$ cat config.mk
export PLATFORM = sky130hd
export DESIGN_NAME = vga_sync_gen
export DESIGN_NICKNAME = d
export VERILOG_FILES = /design/src/rtl/vga_timing_pkg.sv /design/src/rtl/pix_tick_div.sv /design/src/rtl/vga_sync_gen.sv
export SDC_FILE = /design/constraint.sdc
export NUM_CORES = 1
export LEC_CHECK = 0
export ABC_AREA = 1
export CAP_MARGIN = 20
export CORE_MARGIN = 2
export CORE_UTILIZATION = 51
export DETAILED_ROUTE_END_ITERATION = 12
export PLACE_DENSITY = 0.76
export SLEW_MARGIN = 5
export SYNTH_ARGS = -nofsm -noshare
export SYNTH_HDL_FRONTEND = slang
export SYNTH_SLANG_ARGS = --single-unit
$ cat constraint.sdc
create_clock -name clk -period 2 [get_ports clk]
set_input_delay 0.4 -clock clk [delete_from_list [all_inputs] [get_ports clk]]
set_output_delay 0.4 -clock clk [all_outputs]
set_load 0.01 [all_outputs]
$ cat src/rtl/vga_timing_pkg.sv
// 640x480@60 Hz VGA timing constants, counter widths and small decode helpers
// shared by the sync generator and its pixel divider.
package vga_timing_pkg;

  localparam int unsigned VGA_H_VISIBLE = 640;
  localparam int unsigned VGA_H_FRONT   = 16;
  localparam int unsigned VGA_H_SYNC    = 96;
  localparam int unsigned VGA_H_BACK    = 48;
  localparam int unsigned VGA_V_VISIBLE = 480;
  localparam int unsigned VGA_V_FRONT   = 10;
  localparam int unsigned VGA_V_SYNC    = 2;
  localparam int unsigned VGA_V_BACK    = 33;

  localparam int unsigned VGA_H_TOTAL = VGA_H_VISIBLE + VGA_H_FRONT + VGA_H_SYNC + VGA_H_BACK;
  localparam int unsigned VGA_V_TOTAL = VGA_V_VISIBLE + VGA_V_FRONT + VGA_V_SYNC + VGA_V_BACK;

  // 100 MHz board clock down to the 25 MHz pixel rate
  localparam int unsigned PIX_CLK_DIV = 4;

  localparam int unsigned CNT_W       = 10;
  localparam int unsigned CNT_LIMIT   = 1 << CNT_W;
  localparam int unsigned FRAME_CNT_W = 16;

  localparam bit SYNC_ACTIVE_LOW  = 1'b0;
  localparam bit SYNC_ACTIVE_HIGH = 1'b1;

  typedef struct packed {
    logic h_sync;
    logic v_sync;
    logic video_on;
  } vga_level_t;

  // True while lo <= pos < lo+len; compared at 32 bits so lo+len may reach CNT_LIMIT.
  function automatic logic in_window(input logic [CNT_W-1:0] pos,
                                     input int unsigned      lo,
                                     input int unsigned      len);
    return (32'(pos) >= lo) && (32'(pos) < (lo + len));
  endfunction

endpackage

$ cat src/rtl/pix_tick_div.sv
// Clock divider producing a one-clk pixel enable every CLK_DIV cycles;
// the enable is suppressed while reset is asserted.
module pix_tick_div #(
  parameter int unsigned CLK_DIV = 4
) (
  input  logic clk,
  input  logic clk_rst,
  output logic pix_tick
);

  localparam int unsigned DIV_W = (CLK_DIV > 1) ? $clog2(CLK_DIV) : 1;

  logic [DIV_W-1:0] div_cnt_q;
  logic [DIV_W-1:0] div_cnt_d;
  logic             at_top;

  always_comb begin
    at_top    = (div_cnt_q == DIV_W'(CLK_DIV - 1));
    div_cnt_d = at_top ? '0 : div_cnt_q + DIV_W'(1);
  end

  always_ff @(posedge clk) begin
    if (clk_rst) begin
      div_cnt_q <= '0;
    end else begin
      div_cnt_q <= div_cnt_d;
    end
  end

  assign pix_tick = at_top & ~clk_rst;

endmodule

$ cat src/rtl/vga_sync_gen.sv
// VGA raster timing: pixel enable, h/v counters, syncs, blanking and line/frame pulses.
// Define VGA_FRAME_CNT_EN to add the 16-bit frame counter output frame_cnt.
module vga_sync_gen
  import vga_timing_pkg::*;
#(
  parameter int unsigned CLK_DIV   = PIX_CLK_DIV,
  parameter int unsigned H_VISIBLE = VGA_H_VISIBLE,
  parameter int unsigned H_FRONT   = VGA_H_FRONT,
  parameter int unsigned H_SYNC    = VGA_H_SYNC,
  parameter int unsigned H_BACK    = VGA_H_BACK,
  parameter int unsigned V_VISIBLE = VGA_V_VISIBLE,
  parameter int unsigned V_FRONT   = VGA_V_FRONT,
  parameter int unsigned V_SYNC    = VGA_V_SYNC,
  parameter int unsigned V_BACK    = VGA_V_BACK,
  parameter bit          SYNC_POL  = SYNC_ACTIVE_LOW
) (
  input  logic             clk,
  input  logic             clk_rst,
  output logic             pix_tick,
  output logic [CNT_W-1:0] h_cnt,
  output logic [CNT_W-1:0] v_cnt,
  output logic             h_sync,
  output logic             v_sync,
  output logic             video_on,
  output logic             line_start,
  output logic             frame_start
`ifdef VGA_FRAME_CNT_EN
  ,
  output logic [FRAME_CNT_W-1:0] frame_cnt
`endif
);

  localparam int unsigned H_TOT    = H_VISIBLE + H_FRONT + H_SYNC + H_BACK;
  localparam int unsigned V_TOT    = V_VISIBLE + V_FRONT + V_SYNC + V_BACK;
  localparam int unsigned HS_START = H_VISIBLE + H_FRONT;
  localparam int unsigned VS_START = V_VISIBLE + V_FRONT;

  localparam vga_level_t LEVELS_RST = '{h_sync: ~SYNC_POL, v_sync: ~SYNC_POL, video_on: 1'b0};

  if (H_TOT > CNT_LIMIT) begin : g_h_total_chk
    $error("vga_sync_gen: horizontal total exceeds counter range");
  end
  if (V_TOT > CNT_LIMIT) begin : g_v_total_chk
    $error("vga_sync_gen: vertical total exceeds counter range");
  end
  if (CLK_DIV < 1) begin : g_div_chk
    $error("vga_sync_gen: CLK_DIV must be at least 1");
  end

  logic             tick;
  logic [CNT_W-1:0] h_cnt_q, h_cnt_d;
  logic [CNT_W-1:0] v_cnt_q, v_cnt_d;
  logic             h_wrap, v_wrap;
  logic             line_wrap, frame_wrap;
  vga_level_t       levels_q, levels_d;
  logic             line_start_q, frame_start_q;

  pix_tick_div #(
    .CLK_DIV (CLK_DIV)
  ) u_pix_tick_div (
    .clk      (clk),
    .clk_rst  (clk_rst),
    .pix_tick (tick)
  );

  // Next raster position; levels decode from it so flags track the counters with no skew.
  always_comb begin
    h_wrap     = (h_cnt_q == CNT_W'(H_TOT - 1));
    v_wrap     = (v_cnt_q == CNT_W'(V_TOT - 1));
    line_wrap  = tick & h_wrap;
    frame_wrap = line_wrap & v_wrap;
    h_cnt_d    = h_cnt_q;
    v_cnt_d    = v_cnt_q;
    if (tick) begin
      h_cnt_d = h_wrap ? '0 : h_cnt_q + CNT_W'(1);
      if (h_wrap) begin
        v_cnt_d = v_wrap ? '0 : v_cnt_q + CNT_W'(1);
      end
    end
    levels_d.h_sync   = in_window(h_cnt_d, HS_START, H_SYNC) ? SYNC_POL : ~SYNC_POL;
    levels_d.v_sync   = in_window(v_cnt_d, VS_START, V_SYNC) ? SYNC_POL : ~SYNC_POL;
    levels_d.video_on = (h_cnt_d < CNT_W'(H_VISIBLE)) && (v_cnt_d < CNT_W'(V_VISIBLE));
  end

  // Levels load only on ticks so the post-reset (0,0) pixel stays blanked.
  always_ff @(posedge clk) begin
    if (clk_rst) begin
      h_cnt_q       <= '0;
      v_cnt_q       <= '0;
      levels_q      <= LEVELS_RST;
      line_start_q  <= 1'b0;
      frame_start_q <= 1'b0;
    end else begin
      h_cnt_q       <= h_cnt_d;
      v_cnt_q       <= v_cnt_d;
      if (tick) begin
        levels_q <= levels_d;
      end
      line_start_q  <= line_wrap;
      frame_start_q <= frame_wrap;
    end
  end

`ifdef VGA_FRAME_CNT_EN
  logic [FRAME_CNT_W-1:0] frame_cnt_q;

  always_ff @(posedge clk) begin
    if (clk_rst) begin
      frame_cnt_q <= '0;
    end else if (frame_wrap) begin
      frame_cnt_q <= frame_cnt_q + FRAME_CNT_W'(1);
    end
  end

  assign frame_cnt = frame_cnt_q;
`endif

  assign pix_tick    = tick;
  assign h_cnt       = h_cnt_q;
  assign v_cnt       = v_cnt_q;
  assign h_sync      = levels_q.h_sync;
  assign v_sync      = levels_q.v_sync;
  assign video_on    = levels_q.video_on;
  assign line_start  = line_start_q;
  assign frame_start = frame_start_q;

endmodule

# Word-level counts from Yosys, hierarchy flattened
# Cells that the tools add are included.
classes:
  addsub: 3
  order_cmp: 6
  n_eq_ne: 3
  mux: 7
  n_bitwise: 4
  reduce_logical: 4
op_table:
  columns: ["op", "count"]
  rows:
  - ["10-bit 2-to-1 mux", 5]
  - ["10-bit by 1-bit adder with 10-bit output (second input constant)", 2]
  - ["10-bit equality test (second input constant)", 2]
  - ["10-bit < comparator (second input constant)", 2]
  - ["10-bit by 9-bit < comparator with 1-bit output (second input constant)", 2]
  - ["10-bit >= comparator (second input constant)", 1]
  - ["10-bit by 9-bit >= comparator with 1-bit output (second input constant)", 1]
  - ["1-bit bitwise AND", 3]
  - ["1-bit logical AND", 3]
  - ["2-bit by 1-bit adder with 2-bit output (second input constant)", 1]
  - ["2-bit equality test (second input constant)", 1]
  - ["1-bit 2-to-1 mux", 2]
  - ["2-bit OR reduction", 1]
  - ["1-bit inverter", 1]
word_totals:
  regBits: 27
  input_bits: 2
  out_inout_bits: 26

# Logic depth before layout (Yosys ltp)
logic_depth:
  word_depth: 7
  depth_mapped: 13

# Cells and area by module
# From an unflattened synthesis, not the netlist that was laid out.
hier_totals:
  cells_unflattened: 251
  area_unflattened_um2: 1581.5
modules_own_cells:
  columns: ["mod", "instances", "cells_each", "area_each_um2", "seq_area_each_um2"]
  rows:
  - ["vga_sync_gen", 1, 241, 1502.7, 500.5]
  - ["pix_tick_div", 1, 10, 78.8, 40.0]

# Worst setup path after synthesis
# Ideal clock, no wire load.
synth_timing:
  kind: "reg-to-reg"
  from: "register h_cnt_q[0], in the netlist h_cnt[0]"
  to: "register levels_q (netlist bit video_on)"
  setup_time_ns: 0.112
  arrival_ns: 1.521
  required_time_ns: 1.888
  setup_slack_ns: 0.367
  path_stages_with_launch: 13
  n_path_buf: 0
  path_cell_list: "dfxtp_1 -> ha_1 -> nand2_2 -> nor2_4 -> nand2_2 -> nor2_1 -> nand2_1 -> nand2_1 -> nand3_1 -> a21oi_1 -> nor2_1 -> nand2_1 -> nand2_1"
synth_via:
  elab_chain_cells: 5
  elab_cells_between_ends: 9
  cone_classes: "add/sub (1); order compare (2); eq/ne (1); mux (4); reduce/logical (1)"
synth_rtl:
  columns: ["element", "line", "text"]
  rows:
  - ["from (decl)", "vga_sync_gen.sv:51", "logic [CNT_W-1:0] h_cnt_q, h_cnt_d;"]
  - ["from (signal assigned)", "vga_sync_gen.sv:94", "h_cnt_q <= h_cnt_d;"]
  - ["10-bit by 1-bit adder with 10-bit output or 10-bit equality test (tied branches)", "vga_sync_gen.sv:75, vga_sync_gen.sv:68", null]
  - ["10-bit 2-to-1 mux (on tied branches)", "vga_sync_gen.sv:75, vga_sync_gen.sv:76", null]
  - ["10-bit 2-to-1 mux", "vga_sync_gen.sv:74", "if (tick) begin"]
  - ["10-bit < comparator or 10-bit by 9-bit < comparator with 1-bit output (tied branches)", "vga_sync_gen.sv:82", "levels_d.video_on = (h_cnt_d < CNT_W'(H_VISIBLE)) && (v_cnt_d < CNT_W'(V_VISIBLE));"]
  - ["1-bit logical AND *", "vga_sync_gen.sv:82", null]
  - ["to (signal assigned)", "vga_sync_gen.sv:97", "levels_q <= levels_d;"]
  - ["to (decl)", "vga_sync_gen.sv:55", "vga_level_t levels_q, levels_d;"]
# Every way passes the cells marked *; elsewhere a longest branch is shown, timed or not.
# A chain may end at the register's enable or synchronous reset.

# Worst setup path in the final report
layout_timing:
  from: "register u_pix_tick_div.div_cnt_q[0]"
  to: "register levels_q (netlist bit video_on)"
layout_via:
  elab_chain_cells: 5
  elab_cells_between_ends: 7
  cone_classes: "order compare (2); eq/ne (1); mux (2); bitwise (1); reduce/logical (1)"
layout_rtl:
  columns: ["element", "line", "text"]
  rows:
  - ["from (decl)", "pix_tick_div.sv:13", "logic [DIV_W-1:0] div_cnt_q;"]
  - ["from (signal assigned)", "pix_tick_div.sv:26", "div_cnt_q <= div_cnt_d;"]
  - ["2-bit equality test *", "pix_tick_div.sv:18", "at_top = (div_cnt_q == DIV_W'(CLK_DIV - 1));"]
  - ["1-bit bitwise AND *", "pix_tick_div.sv:30", "assign pix_tick = at_top & ~clk_rst;"]
  - ["10-bit 2-to-1 mux", "vga_sync_gen.sv:74", null]
  - ["10-bit < comparator or 10-bit by 9-bit < comparator with 1-bit output (tied branches)", "vga_sync_gen.sv:82", null]
  - ["1-bit logical AND", "vga_sync_gen.sv:82", null]
# Marks and branches as above.

==> flow_summary.json <==
{
  "die_w_um": 58.5,
  "n_antenna_cell": 0,
  "vias": 1540,
  "tritoncts": "built",
  "cpLargestDelayFamily": "simple AND/OR/NAND/NOR gates",
  "die_h_um": 58.5,
  "die_area_um2": 3420,
  "rsz0062_at_grt": "false",
  "path_class": "flip-flop to flip-flop",
  "setup_tns_ns": 0,
  "cellLeakagePower_nw": 0.841,
  "viasPerCell": 5.08,
  "initial_utilization_pct": 54.5,
  "path_cells": "ha_1, inv_2, nor2_4, buf_12, nand2_2, nor2_1, nand2_1, nand2_1, nand3_1, a21oi_1, nor2_1, nand2_1, nand2_1",
  "startpoint": "u_pix_tick_div.div_cnt_q[0]",
  "ios": 28,
  "cp.depth": 13,
  "ys_seq_elements": 27,
  "cts_buffers": 3,
  "grt_first_pass_wirelength_um": 6070,
  "hold_buffers": 0,
  "critical_path_required_ns": 2.23,
  "clock_tree.root_cell": "clkbuf_4",
  "crit_top_cell": "nand2_1",
  "r2r_cells": 13,
  "synthCells": 231,
  "synth.area.top_cells": "dfxtp_1, nand2_1, nor2_1, inv_1, nand3_1",
  "critPathCaptureType": "flip-flop",
  "drc": 0,
  "drive_above_1_share_pct": 13.6,
  "cts.sinks": 27,
  "yosysTopAreaCell": "dfxtp_1",
  "final-max-slew-violation-count": 0,
  "seq_area_um2": 542,
  "fillers": 249,
  "yosysSeqAreaShare_pct": 35.7,
  "clk_pin_slew_worst_paths_ns": 0.13,
  "io_buffers": 27,
  "syn_avg_cell_area_um2": 6.56,
  "detail_route.wl_per_cell_um": 11.9,
  "num_rows": 19,
  "holdCritStartpoint": "u_pix_tick_div.div_cnt_q[0]",
  "finalCriticalPeriod_ns": 1.81,
  "worstMarginPinSlew_ns": 0.359,
  "r2r_start": "u_pix_tick_div.div_cnt_q[0]",
  "totalWireLength_um": 3600,
  "cts_buffer_depth": 2,
  "area_delta_synth_final_pct": 28.4,
  "grt_max_degree": 20,
  "maxCapViolations": 0,
  "grt_use_total_pct": 22.9,
  "crit_fanout": 7,
  "multiInputGateArea_um2": 810,
  "arrival_ns": 2.05,
  "fmax_mhz": 551,
  "cts-htree-levels": 1,
  "relSlewSlack_pct": 75.9,
  "dp_cells": 299,
  "max_stage_delay_ns": 0.38,
  "initialDrtViolationCount": 74,
  "grt_antenna_before_repair": 0,
  "core_um2": 2780,
  "holdCritPathClass": "flip-flop to flip-flop",
  "power_density_nw_per_um2": 429,
  "startpoint_type": "flip-flop",
  "timing.hold.ws_ns": 0.470,
  "hold_violations": 0,
  "run_status": "complete, no violations",
  "hold_depth": 1,
  "drtAntennaViolNets": 0,
  "first_pass_iters": 4,
  "synthesis.nets": 237,
  "final_cells": 303,
  "gp_congestion": 0.924,
  "yosysWarnings": 0,
  "path_buf_inv": 2,
  "final_nets": 279,
  "synth_area_um2": 1520,
  "finClkSkew_ns": 0.00448,
  "setup_violations": 0,
  "synth_cell_types": 25,
  "dpl.hpwl_um": 2760,
  "ir_worst_vdd_v": 0.000411,
  "grt_overflow": 0,
  "cpMaxStageDelayCell": "dfxtp_1",
  "synth_top_area_share_pct": 35.7,
  "period_share_pct": 90.7,
  "fin_util_pct": 70.0,
  "clk_latency_ns": 0.32,
  "grt_pass1_vias": 1349
}
[cells by family after synthesis]
family	Yosys count	synth area share (%)
simple gates	136	41.5
buf+inv	43	10.9
flops	27	35.7
compound gates	20	8.01
fa+ha+maj	4	3.30
xor+xnor	1	0.578
[flip-flops by register name (all words and copies together), names as in the netlist]
signal and count:
h_sync 1, frame_start 1, v_sync 1, v_cnt 10
line_start 1, h_cnt 10, video_on 1, u_pix_tick_div.div_cnt_q 2
[through the flow]
| step | cell area (um2) | power (mW) | setup WS [ns] |
|---|---|---|---|
| 3_5_place_dp | 1920 | 0.616 | -0.103 |
| 3_3_place_gp | 1920 | 0.614 | -0.0782 |
| 5_1_grt | 1950 | 0.872 | 0.00257 |
| 4_1_cts | 1940 | 0.843 | 0.166 |
| 2_1_floorplan | 1520 | 0.591 | 0.367 |
| 6_report | 1950 | 0.835 | 0.186 |
[metal layers]
layer / global-route usage [%] / vias up / share of wire [%]
li1: - / 805 / -
met1: 30.5 / 693 / 48
met2: 38.2 / 36 / 47
met3: 3.52 / 6 / 4.0
met4: 6.64 / 0 / 1.1
met5: 0 / - / 0
[synth_stat cells, drive strengths merged]
library cell	number
nand4	6
o21bai	3
a211oi	2
nor3	2
xor2	1
a21oi	8
buf	1
ha	4
clkbuf	2
o21ai	5
nor2	54
a32o	1
nand2	54
o221ai	1
dfxtp	27
inv	40
nand3	20
[power by group]
part / internal (mW) / total [mW] / leakage (nW) / switching, mW
clock network: 0.0780 / 0.231 / 0.0150 / 0.153
registers: 0.546 / 0.552 / 0.219 / 0.00525
logic: 0.0228 / 0.0530 / 0.607 / 0.0302
[area by class of cell]
cell class,count,area share (%)
Timing Repair Buffer,40,19.5
Tap cell,31,1.99
Sequential cell,27,27.8
Clock buffer,4,1.35
Inverter,40,7.72
Multi-Input combinational cell,161,41.6
[final timing paths]
check / slack, ns / to
worst max-delay path: 0.19 / video_on
worst min-delay path: 0.47 / u_pix_tick_div.div_cnt_q[0]
worst max register to register: 0.19 / video_on
worst min register to register: 0.47 / u_pix_tick_div.div_cnt_q[0]
[cells in the final DEF (no fill, tap or decap)]
cell type,count
a211oi_1,2
a21oi_1,8
a32o_1,1
buf_12,1
buf_4,12
clkbuf_1,1
clkbuf_4,3
clkdlybuf4s50_1,26
dfxtp_1,26
dfxtp_2,1
dlygate4sd2_1,1
ha_1,4
inv_1,35
inv_2,5
nand2_1,51
nand2_2,3
nand3_1,17
nand3_2,2
nand3_4,1
nand4_1,5
nand4_2,1
nor2_1,46
nor2_2,4
nor2_4,4
nor3_1,2
o21ai_0,3
o21ai_1,2
o21bai_1,3
o221ai_1,1
xor2_1,1
[what timing repair did]
| action | CTS | global route |
|---|---|---|
| resized for setup | 1 | 1 |
| endpoints found under the setup margin | 1 | 1 |
| setup buffers | 0 | 0 |
No activity file was read; power rests on OpenSTA's default activity.
